[config.mk]
export PLATFORM = sky130hd
export DESIGN_NAME = display_scan_ctrl
export DESIGN_NICKNAME = d
export VERILOG_FILES = /design/src/rtl/display_pkg.sv /design/src/rtl/seg7_decoder.sv /design/src/rtl/display_scan_ctrl.sv
export SDC_FILE = /design/constraint.sdc
export NUM_CORES = 1
export LEC_CHECK = 0
export CAP_MARGIN = 0
export CORE_MARGIN = 10
export CORE_UTILIZATION = 30
export CTS_BUF_LIST = sky130_fd_sc_hd__clkbuf_8
export CTS_CLUSTER_DIAMETER = 200
export CTS_CLUSTER_SIZE = 8
export DETAILED_ROUTE_END_ITERATION = 10
export GPL_TIMING_DRIVEN = 0
export PLACE_DENSITY = 0.48
export SLEW_MARGIN = 20
export SYNTH_ARGS = -nofsm -noshare
export SYNTH_HDL_FRONTEND = slang
export SYNTH_SLANG_ARGS = --single-unit
[constraint.sdc]
create_clock -name clk -period 4.7 [get_ports clk]
set_input_delay 1.175 -clock clk [delete_from_list [all_inputs] [get_ports clk]]
set_output_delay 1.175 -clock clk [all_outputs]
set_load 0.005 [all_outputs]
[src/rtl/display_pkg.sv]
// Shared encodings for the 7-segment scan controller: display modes, fixed glyphs
// and the hex glyph table (active-low, bit order {g,f,e,d,c,b,a}).
package display_pkg;

  typedef enum logic [2:0] {
    MODE_ERR   = 3'b001,
    MODE_CODE  = 3'b010,
    MODE_BLANK = 3'b100
  } mode_e;

  localparam logic [6:0] SEG_E     = 7'b0000110;
  localparam logic [6:0] SEG_R     = 7'b0101111;
  localparam logic [6:0] SEG_BLANK = 7'b1111111;

  // Entry 15 first, entry 0 last.
  localparam logic [15:0][6:0] HEX_GLYPH = {
    7'h0E, 7'h06, 7'h21, 7'h46, 7'h03, 7'h08, 7'h10, 7'h00,
    7'h78, 7'h02, 7'h12, 7'h19, 7'h30, 7'h24, 7'h79, 7'h40
  };

  function automatic logic [6:0] hex_glyph(input logic [3:0] value);
    return HEX_GLYPH[value];
  endfunction

endpackage

[src/rtl/seg7_decoder.sv]
// Combinational hex nibble to active-low 7-segment glyph lookup.
module seg7_decoder
  import display_pkg::*;
(
  input  logic [3:0] hex_i,
  output logic [6:0] seg_n_o
);

  assign seg_n_o = hex_glyph(hex_i);

endmodule

[src/rtl/display_scan_ctrl.sv]
// Multiplexed 7-segment scan controller with frame-synchronous input shadowing.
// Define DISPLAY_BLINK_EN to blink the Err message every BLINK_FRAMES frames.
module display_scan_ctrl
  import display_pkg::*;
#(
  parameter int NUM_DIGITS   = 4,
  parameter int SCAN_DIV     = 50000,
  parameter int BLINK_FRAMES = 64
) (
  input  logic                      clk,
  input  logic                      rst_n,
  input  logic [4*NUM_DIGITS-1:0]   entered_code,
  input  logic [2:0]                display_mode,
  output logic [6:0]                seg_n,
  output logic [NUM_DIGITS-1:0]     an_n,
  output logic                      frame_tick
);

  localparam int CNT_W = $clog2(SCAN_DIV);
  localparam int DIG_W = $clog2(NUM_DIGITS);
  localparam logic [CNT_W-1:0] CNT_LAST = CNT_W'(SCAN_DIV - 1);
  localparam logic [DIG_W-1:0] DIG_LAST = DIG_W'(NUM_DIGITS - 1);

  if (NUM_DIGITS < 2 || NUM_DIGITS > 8 || SCAN_DIV < 2 || BLINK_FRAMES < 1) begin : g_param_err
    $error("display_scan_ctrl: illegal parameter set");
  end

  logic [CNT_W-1:0]          scan_cnt_q, scan_cnt_d;
  logic [DIG_W-1:0]          digit_q, digit_d;
  logic [4*NUM_DIGITS-1:0]   code_q, code_d;
  logic [2:0]                mode_q, mode_d;
  logic [6:0]                seg_q, seg_d;
  logic [NUM_DIGITS-1:0]     an_q, an_d;

  logic                      scan_last;
  logic                      frame_end;
  logic [4*NUM_DIGITS-1:0]   code_shift;
  logic [3:0]                hex_nib;
  logic [6:0]                hex_seg;
  logic [6:0]                err_seg;
  logic [NUM_DIGITS-1:0]     an_sel;
  logic                      blink_dark;

  assign scan_last  = (scan_cnt_q == CNT_LAST);
  assign frame_end  = scan_last && (digit_q == DIG_LAST);
  assign frame_tick = frame_end;

  // Counters and frame-boundary shadow capture
  always_comb begin
    scan_cnt_d = scan_last ? '0 : scan_cnt_q + 1'b1;
    digit_d    = digit_q;
    if (scan_last) begin
      digit_d = (digit_q == DIG_LAST) ? '0 : digit_q + 1'b1;
    end
    code_d = code_q;
    mode_d = mode_q;
    if (frame_end) begin
      code_d = entered_code;
      mode_d = display_mode;
    end
  end

  assign code_shift = code_q >> {digit_q, 2'b00};
  assign hex_nib    = code_shift[3:0];
  assign an_sel     = ~({{(NUM_DIGITS-1){1'b0}}, 1'b1} << digit_q);

  seg7_decoder u_seg7_decoder (
    .hex_i   (hex_nib),
    .seg_n_o (hex_seg)
  );

  // "Err" occupies the three most significant digits; anything below stays dark.
  always_comb begin
    err_seg = SEG_BLANK;
    if (digit_q == DIG_LAST) begin
      err_seg = SEG_E;
    end else if (int'(digit_q) == NUM_DIGITS - 2 || int'(digit_q) == NUM_DIGITS - 3) begin
      err_seg = SEG_R;
    end
  end

`ifdef DISPLAY_BLINK_EN
  localparam int BF_W = (BLINK_FRAMES > 1) ? $clog2(BLINK_FRAMES) : 1;
  localparam logic [BF_W-1:0] BF_LAST = BF_W'(BLINK_FRAMES - 1);

  logic [BF_W-1:0] frame_cnt_q, frame_cnt_d;
  logic            blink_q, blink_d;

  // A mode change restarts the blink cycle in the lit phase.
  always_comb begin
    frame_cnt_d = frame_cnt_q;
    blink_d     = blink_q;
    if (frame_end) begin
      if (display_mode != mode_q) begin
        frame_cnt_d = '0;
        blink_d     = 1'b0;
      end else if (frame_cnt_q == BF_LAST) begin
        frame_cnt_d = '0;
        blink_d     = ~blink_q;
      end else begin
        frame_cnt_d = frame_cnt_q + 1'b1;
      end
    end
  end

  always_ff @(posedge clk) begin
    if (!rst_n) begin
      frame_cnt_q <= '0;
      blink_q     <= 1'b0;
    end else begin
      frame_cnt_q <= frame_cnt_d;
      blink_q     <= blink_d;
    end
  end

  assign blink_dark = blink_q;
`else
  assign blink_dark = 1'b0;
`endif

  // Output slot for the digit currently selected, registered one cycle later
  always_comb begin
    seg_d = SEG_BLANK;
    an_d  = '1;
    case (mode_q)
      MODE_CODE: begin
        seg_d = hex_seg;
        an_d  = an_sel;
      end
      MODE_ERR: begin
        seg_d = err_seg;
        an_d  = blink_dark ? '1 : an_sel;
      end
      default: begin
        seg_d = SEG_BLANK;
        an_d  = '1;
      end
    endcase
  end

  always_ff @(posedge clk) begin
    if (!rst_n) begin
      scan_cnt_q <= '0;
      digit_q    <= '0;
      code_q     <= '0;
      mode_q     <= MODE_BLANK;
      seg_q      <= SEG_BLANK;
      an_q       <= '1;
    end else begin
      scan_cnt_q <= scan_cnt_d;
      digit_q    <= digit_d;
      code_q     <= code_d;
      mode_q     <= mode_d;
      seg_q      <= seg_d;
      an_q       <= an_d;
    end
  end

  assign seg_n = seg_q;
  assign an_n  = an_q;

endmodule

; After elaboration in Yosys (flattened, before gate mapping)
; Memory sizes are Yosys's and may differ from the RTL's.
; Cells that the tools add are included.
; Widths: inputs -> output; s select.
[classes]
n_eq_ne = 6
div_mod_pow = 0
multipliers = 0
reduce_logical = 5
bitwise_logic = 2
shift = 2
muxes = 5
order_cmp = 1
addsub = 2
[op_table]
columns = cell, n
row1 = $mux 7, 3
row2 = $add 16x1->16 const B, 1
row3 = $eq 16x16->1 const B, 1
row4 = $shr 16x4->4, 1
row5 = $pmux 7 s2, 1
row6 = $eq 2x2->1 const B, 3
row7 = $lt 4x5->1 const B, 1
row8 = $not 4->4, 1
row9 = $reduce_or 2->1, 2
row10 = $shl 1x2->4 const A, 1
row11 = $eq 3x1->1 const B, 1
row12 = $eq 3x2->1 const B, 1
row13 = $add 2x1->2 const B, 1
row14 = $mux 2, 1
row15 = $reduce_and 2->1, 1
row16 = $logic_and 1x1->1, 1
row17 = $logic_or 1x1->1, 1
row18 = $not 1->1, 1
[totals]
ram_bits = 0
rom_bits = 112
inputBits = 21
elab_cells = 30
out_inout_bits = 12
n_memories = 1
latch_bits = 0
ff_bits = 48
[memory_table]
columns = name, depth, word_bits, rd, rd_clocked_by_memory_dff, write_ports, line_no
row1 = (name not given), 16, 7, 1, 0, 0, display_pkg.sv:22  ; return HEX_GLYPH[value];

; Longest topological paths before layout
; Gate-level depths: netlist of the first run.
[logic_depth]
depth_word = 5
mapped_depth = 8
mapped_depth_nobuf = 7

; By module
; Synthesis of the first run repeated with hierarchy kept, for this count alone.
[hier_totals]
cells_unflattened = 231
hier_area_um2 = 2332.2
[by_module_without_submodules]
columns = mod, instances, seq_area_each_um2, cells_per_inst, area_each_um2
row1 = display_scan_ctrl, 1, 960.9, 199, 2057.0
row2 = seg7_decoder, 1, 0.0, 32, 275.3

; Worst setup path before layout of the first run
; OpenSTA, ideal clock, no wires.
[synth_timing]
path_type = reg-to-output
start = register scan_cnt_q[0]
end = output frame_tick
stages_incl_launch_ff = 6
required_ps = 3525
slack_ps = 2285
n_path_buf = 1
arrival_time_ps = 1240
path_cell_list = dfxtp_1 -> ha_1 -> and3_1 -> nand4_1 -> clkbuf_1 -> nor2_1
[synth_via]
elab_chain_len = 2
[synth_lines]
columns = element, line_no
row1 = from (decl), display_scan_ctrl.sv:28  ; logic [CNT_W-1:0] scan_cnt_q, scan_cnt_d;
row2 = from (signal assigned), display_scan_ctrl.sv:150  ; scan_cnt_q <= scan_cnt_d;
row3 = $eq 16x16->1, display_scan_ctrl.sv:44  ; assign scan_last = (scan_cnt_q == CNT_LAST);
row4 = $logic_and 1x1->1, display_scan_ctrl.sv:45  ; assign frame_end = scan_last && (digit_q == DIG_LAST);
row5 = to (decl), display_scan_ctrl.sv:16  ; output logic frame_tick
; No other way between the ends.

; Worst setup path after layout of the first run
; Same ends and word-level chain as after synthesis.

==> results of run 1 <==
[power groups by stage]
stage / combinational, W / clock [W] / sequential (W)
global placement: 0.0000273 / 0 / 0.000420
floorplan: 0.00000717 / 0 / 0.000420
finish: 0.0000272 / 0.000319 / 0.000411
detailed placement: 0.0000274 / 0 / 0.000420
global route: 0.0000302 / 0.000351 / 0.000411
CTS: 0.0000275 / 0.000331 / 0.000411
[synthesized netlist by cell type, drive strengths merged (5+ instances only)]
cell	number	area (µm²)
a21oi	23	118.9
buf	6	45.04
clkbuf	8	30.03
dfxtp	48	960.9
ha	12	150.1
inv	12	45.04
nand2	14	52.55
nand3	27	135.1
nand4	5	31.28
nor2	21	78.83
nor4	6	37.54
o21ai	25	125.1
xnor2	12	105.1
[through the flow]
step	instances	worst slack [ns]	instance area (µm²)	hold slack, ns
floorplan	254	2.285	2258	0.4295
global placement	385	1.470	2703	0.4435
detailed placement	385	1.507	2703	0.4534
CTS	393	1.134	2824	0.4771
global route	393	0.9634	2824	0.5048
finish	393	1.176	2824	0.4674
[metal layers]
metal | GRT usage (%) | up-vias | routed length, µm
met1 | 12.69 | 838 | 2607
met2 | 14.75 | 36 | 2226
met4 | 4.352 | 0 | 63
li1 | - | 970 | -
met5 | 0 | - | 0
met3 | 3.293 | 2 | 291
[sequential cells by signal (all words and copies together) (netlist names)]
signal and cells:
digit_q 2, scan_cnt_q 16, code_q 16, seg_n 7, mode_q 3, an_n 4
[kinds of logic after synthesis]
| logic type | count (synthesis) | synth area share (%) |
|---|---|---|
| xor gates and xnor gates | 14 | 5.429 |
| AOI/OAI and AO/OA | 55 | 13.57 |
| DFF | 48 | 42.55 |
| adders and majority gates | 12 | 6.648 |
| and+or+nand+nor | 91 | 20.39 |
| buffers and inverters | 26 | 5.318 |
| muxes | 8 | 6.094 |
[path summary, 6_finish.rpt]
kind                            slack (ns)  cells past startpoint     startpoint       endpoint
worst min register to register        0.47                      1  scan_cnt_q[0]  scan_cnt_q[0]
worst min-delay path                  0.47                      1  scan_cnt_q[0]  scan_cnt_q[0]
worst max-delay path                  1.18                      6  scan_cnt_q[0]     frame_tick
worst max register to register        2.51                      6     digit_q[0]       seg_n[3]
[area by class of cell]
| cell class | count | share of cell area [%] |
|---|---|---|
| clock inverter | 2 | 1.374 |
| sequential | 48 | 34.03 |
| inverter | 12 | 1.595 |
| buffer | 14 | 2.658 |
| multi-input combinational | 180 | 41.69 |
| timing repair buffer | 32 | 11.34 |
| clock buffer | 6 | 2.924 |
| tap | 99 | 4.386 |
==> flow_metrics.env, run 1 <==
export IMPL_final_max_slew_viol_count=0
export IMPL_cp_max_fo=10
export IMPL_grt_pass1_wl_mm=9.232
export IMPL_fin_nets=326
export IMPL_vias_per_cell=4.697
export IMPL_finalSetupViolCount=0
export IMPL_synth_cells=254
export IMPL_clock_root_buffer="clkbuf_8"
export IMPL_cts_tree="built"
export IMPL_worst_setup_path_start_kind="register"
export IMPL_end_kind="primary output"
export IMPL_gp_congestion=0.7670
export IMPL_seqPwrFrac_pct=54.2
export IMPL_path_buf_inv=2
export IMPL_cts_sinks=48
export IMPL_die_area_um2=11400
export IMPL_port_buffers=32
export IMPL_ant_nets=0
export IMPL_area_growth_pct=25.04
export IMPL_slew_headroom_pct=50.60
export IMPL_wl_per_cell_um=13.20
export IMPL_cp_data_arrival_time_ns=2.35
export IMPL_grt_max_degree=16
export IMPL_max_slew_worst_pin_slew_ns=0.7394
export IMPL_clock_power_share_pct=42.2
export IMPL_switching_share_pct=20.73
export IMPL_ctsResizeCount=0
export IMPL_num_rows=31
export IMPL_setup_tns_ns=0
export IMPL_ctsHoldBuffers=0
export IMPL_grt_overflow_total=0
export IMPL_power_w=0.0007570
export IMPL_rsz0062_at_grt="false"
export IMPL_firstDrtPassIters=4
export IMPL_post_route_min_period_ns=3.524
export IMPL_top_level_ports=33
export IMPL_antenna_found_initial=0
export IMPL_coreArea_um2=7292
export IMPL_start_util_pct=30.97
export IMPL_hp_class="reg -> reg"
export IMPL_drc=0
export IMPL_synth_cell_types=38
export IMPL_first_global_vias=1854
export IMPL_fmax_mhz=283.8
export IMPL_mostFrequentLayoutCells="dfxtp_1 (48), clkdlybuf4s50_1 (32), nand3_1 (27)"
export IMPL_switchingPower_w=0.0001569
export IMPL_n_fill_cell=800
export IMPL_crit_type="reg -> out"
export IMPL_finalCritPeriodShare_pct=74.98
export IMPL_synth_nets=287
export IMPL_cap_viol_max_count=0
export IMPL_grt_use_total_pct=9.897
export IMPL_num_vias=1846
export IMPL_path_cells="ha_1 -> and3_1 -> nand4_1 -> clkbuf_1 -> nor2_1 -> clkdlybuf4s50_1"
export IMPL_cts_buffers=5
export IMPL_layout_commonest_cell="dfxtp_1"
export IMPL_synth_seq_cells=48
export IMPL_insertion_delay_ns=0.30
export IMPL_yosysWarnings=0
export IMPL_final_util_pct=38.73
export IMPL_wirelength_mm=5.188
export IMPL_clock_path_buffers=2
export IMPL_die_y_um=106.8
export IMPL_post_cts_buffers=0
export IMPL_path_delay_family="buffers and inverters"
export IMPL_drive_gt1_share_pct=6.122
export IMPL_n_antenna_cell=0
export IMPL_die_width_um=106.8
export IMPL_finClkSkew_ns=0.008803
export IMPL_regArea_um2=960.9
export IMPL_slowest_delay_ns=0.51
export IMPL_avgSynthCellArea_um2=8.891
export IMPL_timing_hold_violations_final=0
export IMPL_synth_async_reset_ratio_pct=0
export IMPL_p_leak_nw=0.9308
export IMPL_cts_clk_slew_worst_paths_ns=0.09
export IMPL_status="completed"
export IMPL_p_int_w=0.0006001
export IMPL_crit_required_ns=3.52
export IMPL_power_density_nw_per_um2=268.1
export IMPL_dpl_hpwl_mm=3.874
export IMPL_cp_slowest_cell="clkdlybuf4s50_1"
export IMPL_synth_edf_count=0
export IMPL_cts_max_level=2
export IMPL_synth_ff_type="dfxtp_1"
export IMPL_netlist_area_um2=2258
export IMPL_vdd_drop_max_v=0.00009653
export IMPL_pwr_share_comb_pct=3.6
export IMPL_yosysSeqAreaShare_pct=42.55
export IMPL_first_iter_violations=82
export IMPL_multi_input_area_um2=1177
No activity file was read; power rests on OpenSTA's default activity.
==> inputs of run 2 (changes only) <==
==> constraint.sdc (replaced) <==
create_clock -name clk -period 3.6 [get_ports clk]
set_input_delay 0.9 -clock clk [delete_from_list [all_inputs] [get_ports clk]]
set_output_delay 0.9 -clock clk [all_outputs]
set_load 0.005 [all_outputs]
==> results of run 2 <==
The final DEF is identical to that of run 1. Status: completed.
Among the figures that moved: setup slack after placement 1.507 ns -> 0.6822 ns; setup slack after layout 1.176 ns -> 0.3508 ns; register-to-register setup slack 2.51 ns -> 1.41 ns; total power 0.0007570 W -> 0.0009883 W; worst IR drop on VDD 0.00009653 V -> 0.0001260 V
==> inputs of run 3 (changes only) <==
--- a/config.mk
+++ b/config.mk
@@ -13,7 +13,7 @@
 export CTS_CLUSTER_SIZE = 8
 export DETAILED_ROUTE_END_ITERATION = 10
 export GPL_TIMING_DRIVEN = 0
-export PLACE_DENSITY = 0.48
+export PLACE_DENSITY = 0.56
 export SLEW_MARGIN = 20
 export SYNTH_ARGS = -nofsm -noshare
 export SYNTH_HDL_FRONTEND = slang
==> run 3 against run 2 <==
Compared with the run above:
- clock power down 6.2%
- combinational power about the same
- register-to-register slack better by 0.03 ns
- first-iteration DRC count down 12%
- fmax up 0.41%
- sequential cell count unchanged
- global-route usage down 0.51 points
- final area down 0.35%
- critical path type unchanged
- die area unchanged
- sequential share of layout area up 0.12 points
- wire length down 1.6%
- via count up 2.8%
==> flow_metrics.env, run 3 (synthesis gave the netlist of run 1 again) <==
export IMPL_status="completed"
export IMPL_min_delay_start="scan_cnt_q[0]"
export IMPL_max_slew_worst_pin_slew_ns=0.7563
export IMPL_cp_data_arrival_time_ns=2.34
export IMPL_final_max_slew_viol_count=0
export IMPL_top_level_ports=33
export IMPL_wirelength_mm=5.106
export IMPL_num_rows=31
export IMPL_grt_busiest_layer="met2"
export IMPL_die_width_um=106.8
export IMPL_coreArea_um2=7292
export IMPL_vdd_drop_max_v=0.0002015
export IMPL_cts_max_level=2
export IMPL_drc=0
export IMPL_cts_buffers=5
export IMPL_hp_class="reg -> reg"
export IMPL_p_leak_nw=0.9236
export IMPL_end_kind="primary output"
export IMPL_finClkSkew_ns=0.006794
export IMPL_die_y_um=106.8
export IMPL_place_ws_ns=0.6804
export IMPL_antenna_found_initial=0
export IMPL_crit_required_ns=2.70
export IMPL_clock_root_buffer="clkbuf_8"
export IMPL_drive_gt1_share_pct=6.122
export IMPL_met2_usage_pct=13.92
export IMPL_wl_per_cell_um=12.99
export IMPL_cp_max_fo=10
export IMPL_grt_max_degree=16
export IMPL_setup_ws_ns=0.3641
export IMPL_layout_commonest_cell="dfxtp_1"
export IMPL_crit_type="reg -> out"
export IMPL_cap_viol_max_count=0
export IMPL_r2r_start="digit_q[0]"
export IMPL_setup_tns_ns=0
export IMPL_post_route_min_period_ns=3.236
export IMPL_grt_pass1_wl_mm=8.838
export IMPL_dpl_hpwl_mm=3.888
export IMPL_whs_ns=0.4665
export IMPL_finalCritPeriodShare_pct=89.89
export IMPL_cts_tree="built"
export IMPL_first_global_vias=1857
export IMPL_ant_nets=0
export IMPL_grtUsageMet3_pct=2.874
export IMPL_cts_clk_slew_worst_paths_ns=0.09
export IMPL_vias_per_cell=4.830
export IMPL_power_w=0.0009621
export IMPL_final_util_pct=38.59
export IMPL_gp_congestion=0.7317
export IMPL_n_antenna_cell=0
export IMPL_finalSetupViolCount=0
export IMPL_die_area_um2=11400
export IMPL_start_util_pct=30.97
export IMPL_ctsHoldBuffers=0
export IMPL_met1_usage_pct=12.27
export IMPL_cts_sinks=48
export IMPL_num_vias=1898
export IMPL_power_density_nw_per_um2=341.9
export IMPL_insertion_delay_ns=0.30
export IMPL_rsz0062_at_grt="false"
export IMPL_grt_overflow_total=0
export IMPL_area_growth_pct=24.60
export IMPL_fmax_mhz=309.0
export IMPL_timing_hold_violations_final=0
export IMPL_post_cts_buffers=0
export IMPL_slew_headroom_pct=49.47
export IMPL_clock_path_buffers=2
export IMPL_grt_use_total_pct=9.387
export IMPL_worst_setup_path_start_kind="register"
export IMPL_mostFrequentLayoutCells="dfxtp_1 (48), clkdlybuf4s50_1 (32), nand3_1 (27)"
export IMPL_fin_nets=326
export IMPL_port_buffers=32
export IMPL_ctsResizeCount=0
export IMPL_first_iter_violations=72
export IMPL_firstDrtPassIters=4
export IMPL_startpoint="scan_cnt_q[0]"
[run 3: cell count changes in the layout (fill, tap and decap cells not counted), sizes merged]
cell | before | now
clkinvlp | 0 | 1
clkbuf | 14 | 13
[run 3: per-layer routing]
metal	vias up	share of wire (%)
li1	972	-
met1	889	51
met2	30	43
met3	7	4.2
met4	0	1.8
met5	-	0
[run 3: path summary, 6_finish.rpt]
| kind | to | depth (start not counted) | slack, ns |
|---|---|---|---|
| setup / recovery | frame_tick | 6 | 0.36 |
| hold / removal | scan_cnt_q[0] | 1 | 0.47 |
| setup reg to reg | seg_n[3] | 7 | 1.44 |
| hold reg to reg | scan_cnt_q[0] | 1 | 0.47 |
[run 3: layout make-up]
type | instances | area [µm²]
buffer | 14 | 75.07
clock buffer | 5 | 68.82
clock inverter | 3 | 42.54
fill | 787 | 4478
inverter | 12 | 45.04
multi-input combinational | 180 | 1177
sequential | 48 | 960.9
tap | 99 | 123.9
timing repair buffer | 32 | 320.3
[run 3: critical path: stages (launching register included)]
cell             delay (ns)
dfxtp_1                0.38
ha_1                   0.21
and3_1                 0.25
nand4_1                0.25
clkbuf_1               0.29
nor2_1                 0.14
clkdlybuf4s50_1        0.52
[run 3: report_power, final]
part           switching (W)  total (W)  internal [W]
Clock               0.000185   0.000391      0.000206
Combinational      0.0000126  0.0000354     0.0000228
Sequential        0.00000266   0.000536      0.000533
Total               0.000200   0.000962      0.000762
[run 3: per-stage QoR]
step                cells  area, µm²
detailed placement    385       2703
global placement      385       2703
floorplan             254       2258
CTS                   393       2814
global route          393       2814
finish                393       2814
